`src/rtl/hssi_tc_mailbox_bridge.sv`:
```
`default_nettype none
// ----------------------------------------------------------------------------
// hssi_tc_mailbox_bridge : host mailbox issuing single register reads/writes
//                          to one of NUM_PORTS HSSI traffic controllers.
// Rev 1.0
// ----------------------------------------------------------------------------
module hssi_tc_mailbox_bridge #(
  parameter int NUM_PORTS   = 16,
  parameter int PORT_W      = 4,
  parameter int TC_ADDR_W   = 16,
  parameter int DATA_W      = 32,
  parameter int TIMEOUT_CYC = 1024
) (
  input  logic                 clk,
  input  logic                 rst,
  input  logic                 csr_wr,
  input  logic                 csr_rd,
  input  logic [3:0]           csr_addr,
  input  logic [DATA_W-1:0]    csr_wrdata,
  output logic [DATA_W-1:0]    csr_rddata,
  output logic                 csr_rdvalid,
  input  logic [PORT_W-1:0]    port_sel,
  output logic                 tc_req,
  output logic                 tc_we,
  output logic [PORT_W-1:0]    tc_port,
  output logic [TC_ADDR_W-1:0] tc_addr,
  output logic [DATA_W-1:0]    tc_wdata,
  input  logic                 tc_ack,
  input  logic [DATA_W-1:0]    tc_rdata
);

  localparam int                CNT_W       = $clog2(TIMEOUT_CYC);
  localparam logic [CNT_W-1:0]  C_CNT_LAST  = CNT_W'(TIMEOUT_CYC - 1);
  localparam logic [PORT_W:0]   C_NUM_PORTS = (PORT_W + 1)'(NUM_PORTS);
  localparam logic [1:0]        C_CMD_RD    = 2'd1;
  localparam logic [1:0]        C_CMD_WR    = 2'd2;

  typedef enum logic [1:0] {
    ST_IDLE = 2'd0,
    ST_REQ  = 2'd1,
    ST_CPL  = 2'd2
  } state_t;

  state_t             r_state;
  state_t             w_state_nxt;
  logic [CNT_W-1:0]   r_cnt;
  logic [DATA_W-1:0]  r_address;
  logic [DATA_W-1:0]  r_wrdata;
  logic [DATA_W-1:0]  r_rddata;
  logic [1:0]         r_last;
  logic               r_busy;
  logic               r_ack;
  logic               r_tmo;
  logic               r_perr;
  logic               r_ovr;

  logic               w_wr_cmd;
  logic               w_cmd_go;
  logic               w_cmd_noop;
  logic               w_port_bad;
  logic               w_timeout;
  logic [DATA_W-1:0]  w_cmd_word;

  assign w_wr_cmd   = csr_wr && (csr_addr == 4'h0);
  assign w_cmd_go   = w_wr_cmd && ((csr_wrdata[1:0] == C_CMD_RD) || (csr_wrdata[1:0] == C_CMD_WR));
  assign w_cmd_noop = w_wr_cmd && !w_cmd_go;
  assign w_port_bad = {1'b0, port_sel} >= C_NUM_PORTS;
  assign w_timeout  = (r_cnt == C_CNT_LAST);

  always_ff @(posedge clk) begin
    if (rst) r_state <= ST_IDLE;
    else     r_state <= w_state_nxt;
  end

  always_comb begin
    w_state_nxt = r_state;
    tc_req      = 1'b0;
    case (r_state)
      ST_IDLE: begin
        if (w_cmd_go) w_state_nxt = w_port_bad ? ST_CPL : ST_REQ;
      end
      ST_REQ: begin
        tc_req = 1'b1;
        if (tc_ack || w_timeout) w_state_nxt = ST_CPL;
      end
      ST_CPL:  w_state_nxt = ST_IDLE;
      default: w_state_nxt = ST_IDLE;
    endcase
  end

  always_ff @(posedge clk) begin
    if (rst) begin
      r_cnt     <= '0;
      r_address <= '0;
      r_wrdata  <= '0;
      r_rddata  <= '0;
      r_last    <= '0;
      r_busy    <= 1'b0;
      r_ack     <= 1'b0;
      r_tmo     <= 1'b0;
      r_perr    <= 1'b0;
      r_ovr     <= 1'b0;
      tc_we     <= 1'b0;
      tc_port   <= '0;
      tc_addr   <= '0;
      tc_wdata  <= '0;
    end else begin
      // ADDRESS/WRDATA stay writable while busy; the request uses its latched copy.
      if (csr_wr && (csr_addr == 4'h4)) r_address <= csr_wrdata;
      if (csr_wr && (csr_addr == 4'hC)) r_wrdata  <= csr_wrdata;

      r_cnt <= (r_state == ST_REQ) ? r_cnt + 1'b1 : '0;

      if (w_cmd_noop) begin
        r_ack  <= 1'b0;
        r_tmo  <= 1'b0;
        r_perr <= 1'b0;
        r_ovr  <= 1'b0;
      end

      case (r_state)
        ST_IDLE: begin
          if (w_cmd_go) begin
            r_last   <= csr_wrdata[1:0];
            tc_we    <= (csr_wrdata[1:0] == C_CMD_WR);
            tc_port  <= port_sel;
            tc_addr  <= r_address[TC_ADDR_W-1:0];
            tc_wdata <= r_wrdata;
            r_busy   <= 1'b1;
            r_ack    <= 1'b0;
            r_tmo    <= 1'b0;
            r_perr   <= w_port_bad;
          end
        end
        ST_REQ: begin
          if (w_cmd_go) r_ovr <= 1'b1;
          if (tc_ack) begin
            if (!tc_we) r_rddata <= tc_rdata;
          end else if (w_timeout) begin
            r_tmo    <= 1'b1;
            r_rddata <= '1;
          end
        end
        ST_CPL: begin
          if (w_cmd_go) r_ovr <= 1'b1;
          r_ack  <= 1'b1;
          r_busy <= 1'b0;
        end
        default: ;
      endcase
    end
  end

  always_comb begin
    w_cmd_word      = '0;
    w_cmd_word[6:0] = {r_ovr, r_perr, r_tmo, r_ack, r_busy, r_last};
  end

  // Read mux samples pre-write register values, so a same-cycle write is not visible.
  always_ff @(posedge clk) begin
    if (rst) begin
      csr_rddata  <= '0;
      csr_rdvalid <= 1'b0;
    end else begin
      csr_rdvalid <= csr_rd;
      if (csr_rd) begin
        case (csr_addr)
          4'h0:    csr_rddata <= w_cmd_word;
          4'h4:    csr_rddata <= r_address;
          4'h8:    csr_rddata <= r_rddata;
          4'hC:    csr_rddata <= r_wrdata;
          default: csr_rddata <= '0;
        endcase
      end
    end
  end

endmodule
`default_nettype wire

```
`config.mk`:
```
export PLATFORM = sky130hd
export DESIGN_NAME = hssi_tc_mailbox_bridge
export DESIGN_NICKNAME = d
export VERILOG_FILES = /design/src/rtl/hssi_tc_mailbox_bridge.sv
export SDC_FILE = /design/constraint.sdc
export NUM_CORES = 1
export LEC_CHECK = 0
export BUFFER_PORTS_ARGS = -buffer_cell sky130_fd_sc_hd__buf_2
export CAP_MARGIN = 20
export CORE_AREA = 8 8 183 98
export DETAILED_ROUTE_END_ITERATION = 12
export DIE_AREA = 0 0 191 106
export PLACE_DENSITY = 0.76
export SYNTH_ARGS = -nofsm -noshare
export SYNTH_HDL_FRONTEND = slang
export SYNTH_SLANG_ARGS = --single-unit
```
`constraint.sdc`:
```
create_clock -name clk -period 1.9 [get_ports clk]
set_input_delay 0.38 -clock clk [delete_from_list [all_inputs] [get_ports clk]]
set_output_delay 0.38 -clock clk [all_outputs]
set_load 0.01 [all_outputs]
```
==> metrics.yaml, run 1 <==
maxCapViolCount: 0
relSlewSlack: 0.657
final_max_slew_viol_count: 0
status: "completed"
cp-end-kind: "flip-flop"
synth_fp_nets: 1016
groute.usage.overall: 0.220
postSynth.asyncResetShare: 0
synth_top_cell_area_share: 0.535
grt_pass1_wl_um: 36500
synth_top_family_by_area: "simple AND/OR/NAND/NOR gates"
cp_data_arrival_time_ns: 2.27
yosysWarnings: 0
drt-vias-per-instance: 5.38
area_delta_synth_final_pct: 25.0
pin_count: 164
fp.coreArea_mm2: 0.0156
place_hpwl_um: 16000
synthesis.area_mm2: 0.00753
final.period_utilization: 0.982
die-area_mm2: 0.0202
hold_buffers: 0
ant_nets: 0
h-tree-depth: 1
clock_sinks: 201
synth_xor_area_frac: 0.00931
die_h_um: 106
power_density_mw_per_mm2: 888
final_area_mm2: 0.00941
clkLatencyLatePin_ns: 0.48
hold_start: "port_sel[1]"
setup_violations: 0
gp_routability_congestion: 0.823
fin_ws_ns: 0.0345
pre_cts_ws_ns: -0.174
die_width_um: 191
peakVddDrop_uv: 539
path_class: "reg2reg"
root_buffer: "clkbuf_16"
drc_errors: 0
power_mw: 8.36
routed_wirelength_um: 23400
yosys.area_share.simple: 0.226
postPlaceCellArea_mm2: 0.00874
final_hold_viol_count: 0
synth-adder-area-share: 0.00831
fmax_ghz: 0.536
crit_path_start_kind: "flip-flop"
portBuffers: 163
antenna_found_initial: 1
clockBufferDepth: 3
cts-buffers-inserted: 18
cts_tree: "done"
drtPass1Iterations: 5
synth_top_area_cell: "dfxtp_1"
startpoint: "r_state[1]"
wl_per_cell_um: 17.8
dr.first_iter.drc_count: 655
hp-class: "in2reg"
synth_ff_type: "dfxtp_1"
cp_max_fo: 16
fin_crit_ns: 1.87
worst_pin_slew_ns: 0.514
ys_seq_area_frac: 0.535
synth_seq_cells: 201
drive_above_1_share: 0.226
rsz0062_at_grt: "yes"
worstReg2RegStart: "r_state[1]"
cp_data_required_time_ns: 2.31
p_leak_nw: 3.69
num_antenna_cells: 0
avgSynthCellArea_um2: 8.06
synth.most_common_cell: "nand2_1"
synthMuxAreaShare: 0
synth_cell_types: 40
start_util: 0.481
synth-edff-count: 0
grt_overflow: 0
syn_inst: 934
synth_area_leaders: "dfxtp_1, nand2_1, a21oi_1"
synth_compound_area_frac: 0.175
skew_ns: 0.0112
num_vias: 7081
grt_pass1_vias: 6834
core.rowCount: 33
grt_max_degree: 63
synth.top_cells.by_count: "nand2_1, dfxtp_1, a21oi_1"
final_nets: 1176
clk_pin_slew_worst_paths_ns: 0.07
-- power breakdown --
| part | switching, mW | internal [mW] |
|---|---|---|
| Combinational | 0.237 | 0.141 |
| Sequential | 0.0185 | 4.24 |
| Clock | 1.59 | 2.13 |
| Total | 1.84 | 6.51 |
-- cells in the final DEF (no fill, tap or decap), types with 2 or more instances in the layout --
master	n
inv_1	7
nor3_1	33
ha_2	2
a221oi_1	8
a21oi_1	147
xnor2_1	4
and3_1	2
ha_1	3
o21ai_0	25
clkbuf_8	4
a22o_1	32
clkbuf_1	4
buf_4	39
xor2_1	4
nand2b_1	3
o21ai_1	11
nand4_1	5
and2_1	3
dfxtp_1	201
clkbuf_16	21
buf_2	162
clkinv_2	3
buf_12	6
nor2_1	78
nand2_1	275
a31oi_1	2
-- worst max-delay path: stages, from the launching register on --
cell,delay [ns]
dfxtp_1,0.31
inv_1,0.11
ha_2,0.24
nand2b_4,0.08
o41ai_4,0.41
buf_4,0.23
clkbuf_16,0.20
nor2_1,0.05
nor3_1,0.16
-- timing repair --
| action | in CTS | in global routing |
|---|---|---|
| buffers inserted | 0 | 1 |
| endpoints found under the setup margin | 0 | 17 |
| gates resized for setup | 0 | 3 |
-- sequential cells by signal, indices dropped and copies added, names as in the netlist, 2 cells and up --
signal,cells
csr_rddata,32
r_address,32
r_rddata,32
r_wrdata,32
tc_wdata,32
tc_addr,16
r_cnt,10
tc_port,4
r_last,2
r_state,2
-- kinds of logic after synthesis --
group / after synthesis
adder cells (fa/ha/maj): 5
XOR/XNOR: 8
AO/OA/AOI/OAI: 229
flip-flops: 201
AND/OR/NAND/NOR: 415
buffers and inverters: 76
-- per-layer routing --
metal | wire length, µm | GRT usage | up-vias
li1 | - | - | 3440
met1 | 10900 | 0.314 | 3298
met2 | 9550 | 0.329 | 310
met3 | 2540 | 0.0575 | 31
met4 | 414 | 0.0430 | 2
met5 | 10 | 0 | -
-- cell type report --
type | instances | area, µm²
repair buffers | 209 | 1270
multi-input cells | 657 | 3220
clock buffers | 27 | 546
fillers | 1418 | 6240
clock inverters | 5 | 53.8
inverters | 7 | 26.3
flip-flops and latches | 201 | 4020
well taps | 210 | 263
-- worst paths after layout --
path | depth (start not counted) | slack (ns) | to
setup / recovery | 8 | 0.03 | r_rddata[15]
setup reg to reg | 8 | 0.03 | r_rddata[15]
hold reg to reg | 2 | 0.44 | csr_rddata[15]
hold / removal | 3 | 0.14 | tc_port[1]
-- through the flow --
step | hold WS (ns) | setup TNS (ns) | std cells | util
after CTS | 0.125 | 0 | 1313 | 0.597
after global placement | 0.426 | -7.52 | 1281 | 0.559
after detailed placement | 0.432 | -8.78 | 1281 | 0.559
after floorplan | 0.413 | 0 | 934 | -
final | 0.136 | 0 | 1316 | 0.601
after global routing | 0.143 | -0.356 | 1316 | 0.601
(Power assumes the default switching activity.)
==> run 2, diff against run 1 <==
ABC_AREA = 1   (was default)
CORE_AREA = 8 8 191 102   (was 8 8 183 98)
DIE_AREA = 0 0 199 110   (was 0 0 191 106)
PLACE_DENSITY = 0.75   (was 0.76)
SKIP_LAST_GASP = 1   (was default)
==> run 2 against run 1 <==
Effect of this change: die area up 8.1%; sequential cell count is the same; via count increased by 13%; power grew 2.9%; fmax up 2.5%; routed wire length is 10% higher; first-iteration DRC count rose by 17%; critical path type is now reg2out.
==> metrics.yaml, run 2 <==
status: "completed"
cts-buffers-inserted: 19
wl_met2_um: 8910
antenna_found_initial: 0
hold_depth: 3
r2r-end: "tc_wdata[22]"
slowest_stage: "dfxtp_2"
hold_start: "port_sel[3]"
synth_top_area_cell: "dfxtp_1"
seqPwrFrac: 0.499
h-tree-depth: 1
pin_count: 164
num_vias: 7976
synth_top_cell_area_share: 0.487
cp-end-kind: "output port"
die_width_um: 199
nFillCells: 1572
tns_ns: 0
p_leak_nw: 4.17
final_hold_viol_count: 0
routed_wirelength_um: 25800
postSynth.asyncResetShare: 0
clk_pin_slew_worst_paths_ns: 0.06
hp-class: "in2reg"
power_mw: 8.60
synth_cell_types: 30
clkPwrFrac: 0.438
cp_cell_sequence: "inv_1 -> ha_4 -> buf_4 -> buf_2"
synth.most_common_cell: "nand2_1"
wl_per_cell_um: 17.0
drt-met1-wl_um: 13500
maxCapViolCount: 0
synthesis.area_mm2: 0.00826
postPlaceCellArea_mm2: 0.00938
fmax_ghz: 0.549
die-area_mm2: 0.0219
fp.coreArea_mm2: 0.0169
die_h_um: 110
fin_crit_ns: 1.82
root_buffer: "clkbuf_16"
drtPass1Iterations: 6
reg2reg_slack_ns: 0.22
instances_no_fill: 1520
cp_data_required_time_ns: 1.52
synth_seq_cells: 201
dr.first_iter.drc_count: 769
power_density_mw_per_mm2: 859
gp_routability_congestion: 0.913
final_max_slew_viol_count: 0
register_area_mm2: 0.00403
crit_cells: 4
synth_fp_nets: 1213
grt_max_degree: 91
internal_power_mw: 6.57
synth.top_cells.by_count: "nand2_1, dfxtp_1, a21oi_1"
path_delay_family: "buffers and inverters"
grt_pass1_vias: 7092
worst_pin_slew_ns: 0.436
wl_met3_um: 3110
start_util: 0.489
ant_nets: 0
final_nets: 1354
mostFrequentLayoutCell: "nand2_1"
clockBufferDepth: 3
synth_area_leaders: "dfxtp_1, nand2_1, a21oi_1"
synth_ff_type: "dfxtp_1"
reg2reg_depth: 6
mostFrequentLayoutCells: "nand2_1, dfxtp_1, buf_2"
setup_violations: 0
worstReg2RegStart: "r_state[0]"
area_delta_synth_final_pct: 21.2
numPlacedInstances: 1485
worst-path-buf-inv: 3
cts_tree: "done"
grt_overflow: 0
groute.usage.overall: 0.228
drc_errors: 0
skew_ns: 0.0158
peakVddDrop_uv: 525
rsz0062_at_grt: "no"
place_hpwl_um: 19000
switching_share: 0.236
portBuffers: 163
cts_setup_buffers: 0
hold_end: "tc_port[3]"
crit_path_start_kind: "flip-flop"
ys_seq_area_frac: 0.487
final.period_utilization: 0.958
core.rowCount: 34
holdWs_ns: 0.143
drive_above_1_share: 0.194
p_switching_mw: 2.03
relSlewSlack: 0.709
drt-vias-per-instance: 5.25
top_layer: "met4"
avgSynthCellArea_um2: 7.30
path_class: "reg2out"
final_area_mm2: 0.0100
clkLatencyLatePin_ns: 0.49
synth-edff-count: 0
critical-path-max-stage-delay_ns: 0.33
grt_pass1_wl_um: 39700
multi_input_area_mm2: 0.00347
cp_max_fo: 10
pwr-share-comb: 0.063
cp_data_arrival_time_ns: 1.44
syn_inst: 1131
yosysWarnings: 0
clock_sinks: 201
## run 2: layer usage
layer / track usage / up-vias
met1: 0.374 / 3587
met2: 0.281 / 387
met4: 0.0368 / 0
met5: 0 / -
li1: - / 3978
met3: 0.0655 / 24
## run 2: timing repair
item,in CTS,in global routing
resized for setup,1,2
setup endpoints to repair,1,1
hold buffers,0,0
## run 2: cells by family (layout without fill, tap and decap cells)
kind of cell             count (synthesis)  after routing  share of synthesized area
XOR/XNOR                                 3              3                    0.00318
adder cells (fa/ha/maj)                  5              5                    0.00758
AO/OA/AOI/OAI                          232            232                      0.142
buffers and inverters                  183            337                     0.0949
AND/OR/NAND/NOR                        507            507                      0.265
flip-flops                             201            201                      0.487
other                                    0              1                          0
## run 2: stage by stage
step / worst slack, ns / utilization
2_1_floorplan: 0.408 / -
3_5_place_dp: -0.0305 / 0.555
3_3_place_gp: 0.0339 / 0.555
4_1_cts: 0.0298 / 0.592
6_report: 0.0792 / 0.593
5_1_grt: 0.0125 / 0.592
## run 2: worst min-delay path: stages
cell and delay [ns]:
buf_2 0.09, o21ai_1 0.06, nor2_1 0.07
## run 2: worst max path at each step
stage | slack, ns | endpoint | startpoint
2_1_floorplan | 0.41 | tc_wdata[15] | csr_addr[1]
3_3_place_gp | 0.03 | csr_rddata[6] | csr_addr[1]
3_5_place_dp | -0.03 | csr_rddata[4] | csr_addr[1]
4_1_cts | 0.03 | tc_req | r_state[1]
5_1_grt | 0.01 | tc_req | r_state[1]
6_report | 0.08 | tc_req | r_state[1]
## run 2: layout make-up
cell class	count	share of cell area
Multi-Input combinational cell	747	0.346
Tap cell	234	0.0293
Clock inverter	14	0.0130
Sequential cell	201	0.402
Antenna cell	1	0.000250
Timing Repair Buffer	201	0.123
Inverter	102	0.0384
Clock buffer	20	0.0479
## run 2: power by group through the flow
stage / clock, mW / sequential [mW] / combinational, mW
5_1_grt: 4.01 / 4.29 / 0.595
2_1_floorplan: 0 / 4.38 / 0.288
3_3_place_gp: 0 / 4.38 / 0.531
6_report: 3.77 / 4.29 / 0.544
4_1_cts: 3.82 / 4.29 / 0.535
3_5_place_dp: 0 / 4.38 / 0.534
==> run 3, diff against run 2 <==
MAX_ROUTING_LAYER = met4   (was default)
==> run 3 against run 2 <==
Effect of this change: global-route usage up 1.1 points; critical path depth unchanged; sequential cell count stayed put; first-iteration DRC count grew 29%; combinational power is essentially flat; clock power shrank 2%; critical path type unchanged; largest power group unchanged.
==> metrics.yaml, run 3 (synthesized netlist as in run 2, its figures left out) <==
status: "completed"
final_max_slew_viol_count: 0
drc_errors: 0
place_hpwl_um: 19200
cp_max_fo: 10
relSlewSlack: 0.722
cts-buffers-inserted: 19
cts_tree: "done"
critical-path-max-stage-delay_ns: 0.36
crit_path_start_kind: "flip-flop"
cp-end-kind: "output port"
pin_count: 164
wl_per_cell_um: 17.2
mostFrequentLayoutCell: "nand2_1"
clk_pin_slew_worst_paths_ns: 0.06
area_delta_synth_final_pct: 20.9
die-area_mm2: 0.0219
final_area_mm2: 0.00999
gp_routability_congestion: 0.936
cts_setup_buffers: 0
final.period_utilization: 0.952
final_nets: 1355
groute.usage.overall: 0.240
fin_crit_ns: 1.81
skew_ns: 0.0174
maxCapViolCount: 0
fp.coreArea_mm2: 0.0169
clkLatencyLatePin_ns: 0.49
grt_pass1_wl_um: 40500
grt_max_degree: 91
reg2reg_slack_ns: 0.27
root_buffer: "clkbuf_16"
die_width_um: 199
cp_data_arrival_time_ns: 1.43
p_leak_nw: 4.15
grt_pass1_vias: 7282
setup_violations: 0
power_mw: 8.52
worst_pin_slew_ns: 0.417
fmax_ghz: 0.553
path_class: "reg2out"
peakVddDrop_uv: 521
hold_depth: 3
postPlaceCellArea_mm2: 0.00938
tns_ns: 0
reg2reg_depth: 8
start_util: 0.489
cp_data_required_time_ns: 1.52
drt-vias-per-instance: 5.27
num_vias: 8009
final_hold_viol_count: 0
antenna_found_initial: 0
core.rowCount: 34
dr.first_iter.drc_count: 991
mostFrequentLayoutCells: "nand2_1, dfxtp_1, buf_2"
routed_wirelength_um: 26100
holdWs_ns: 0.156
grt_overflow: 0
cp_cell_sequence: "inv_1 -> ha_4 -> buf_4 -> buf_2"
instances_no_fill: 1520
ant_nets: 0
numPlacedInstances: 1486
hp-class: "in2reg"
drive_above_1_share: 0.188
slowest_stage: "dfxtp_1"
h-tree-depth: 1
power_density_mw_per_mm2: 853
portBuffers: 163
clock_sinks: 201
clockBufferDepth: 3
die_h_um: 110
rsz0062_at_grt: "no"
drtPass1Iterations: 6
run 3: cell types whose count changed in the layout (fill, tap and decap cells not counted):
cell,change
inv_6,-1
buf_4,+2
clkbuf_1,+6
bufinv_16,-1
clkbuf_8,+3
buf_12,-1
dfxtp_1,+1
clkinv_2,-8
dfxtp_2,-1
run 3: final timing paths:
check	start	to
worst min-delay path	port_sel[0]	tc_port[0]
worst max register to register	r_cnt[0]	r_rddata[20]
worst min register to register	r_rddata[31]	r_rddata[31]
worst max-delay path	r_state[1]	tc_req
run 3: through the flow:
stage	setup slack (ns)	util
after floorplan	0.408	-
after global placement	-0.0238	0.555
after detailed placement	-0.0541	0.555
after CTS	0.0361	0.591
after global routing	0.0267	0.591
final	0.0903	0.591
run 3: report_power, final:
group | total (mW) | switching [mW] | leakage (nW) | internal, mW
logic | 0.544 | 0.353 | 2.24 | 0.191
clock network | 3.68 | 1.57 | 0.287 | 2.11
registers | 4.29 | 0.0320 | 1.62 | 4.26
run 3: metal layers:
layer	wire length [µm]	track usage	up-vias
li1	-	-	3986
met1	13600	0.380	3619
met2	9180	0.284	372
met3	2950	0.0742	32
met4	310	0.0337	0
met5	0	-	-
run 3: layout make-up:
cell class	count	area [µm²]
inverter	102	384
multi-input combinational	747	3470
timing repair buffer	202	1220
sequential	201	4020
clock inverter	4	51.3
antenna	1	2.50
fill	1649	6900
tap	234	293
clock buffer	29	543
run 3: critical path: cells and delay by family (launching register included):
kind	cells	cell delay, ns
buffers and inverters	3	0.40
flip-flops	1	0.36
adder cells (fa/ha/maj)	1	0.19
run 3: what timing repair did:
action / in CTS / in global routing
endpoints found under the setup margin: 1 / 1
resized for setup: 1 / 1
hold buffers: 0 / 0
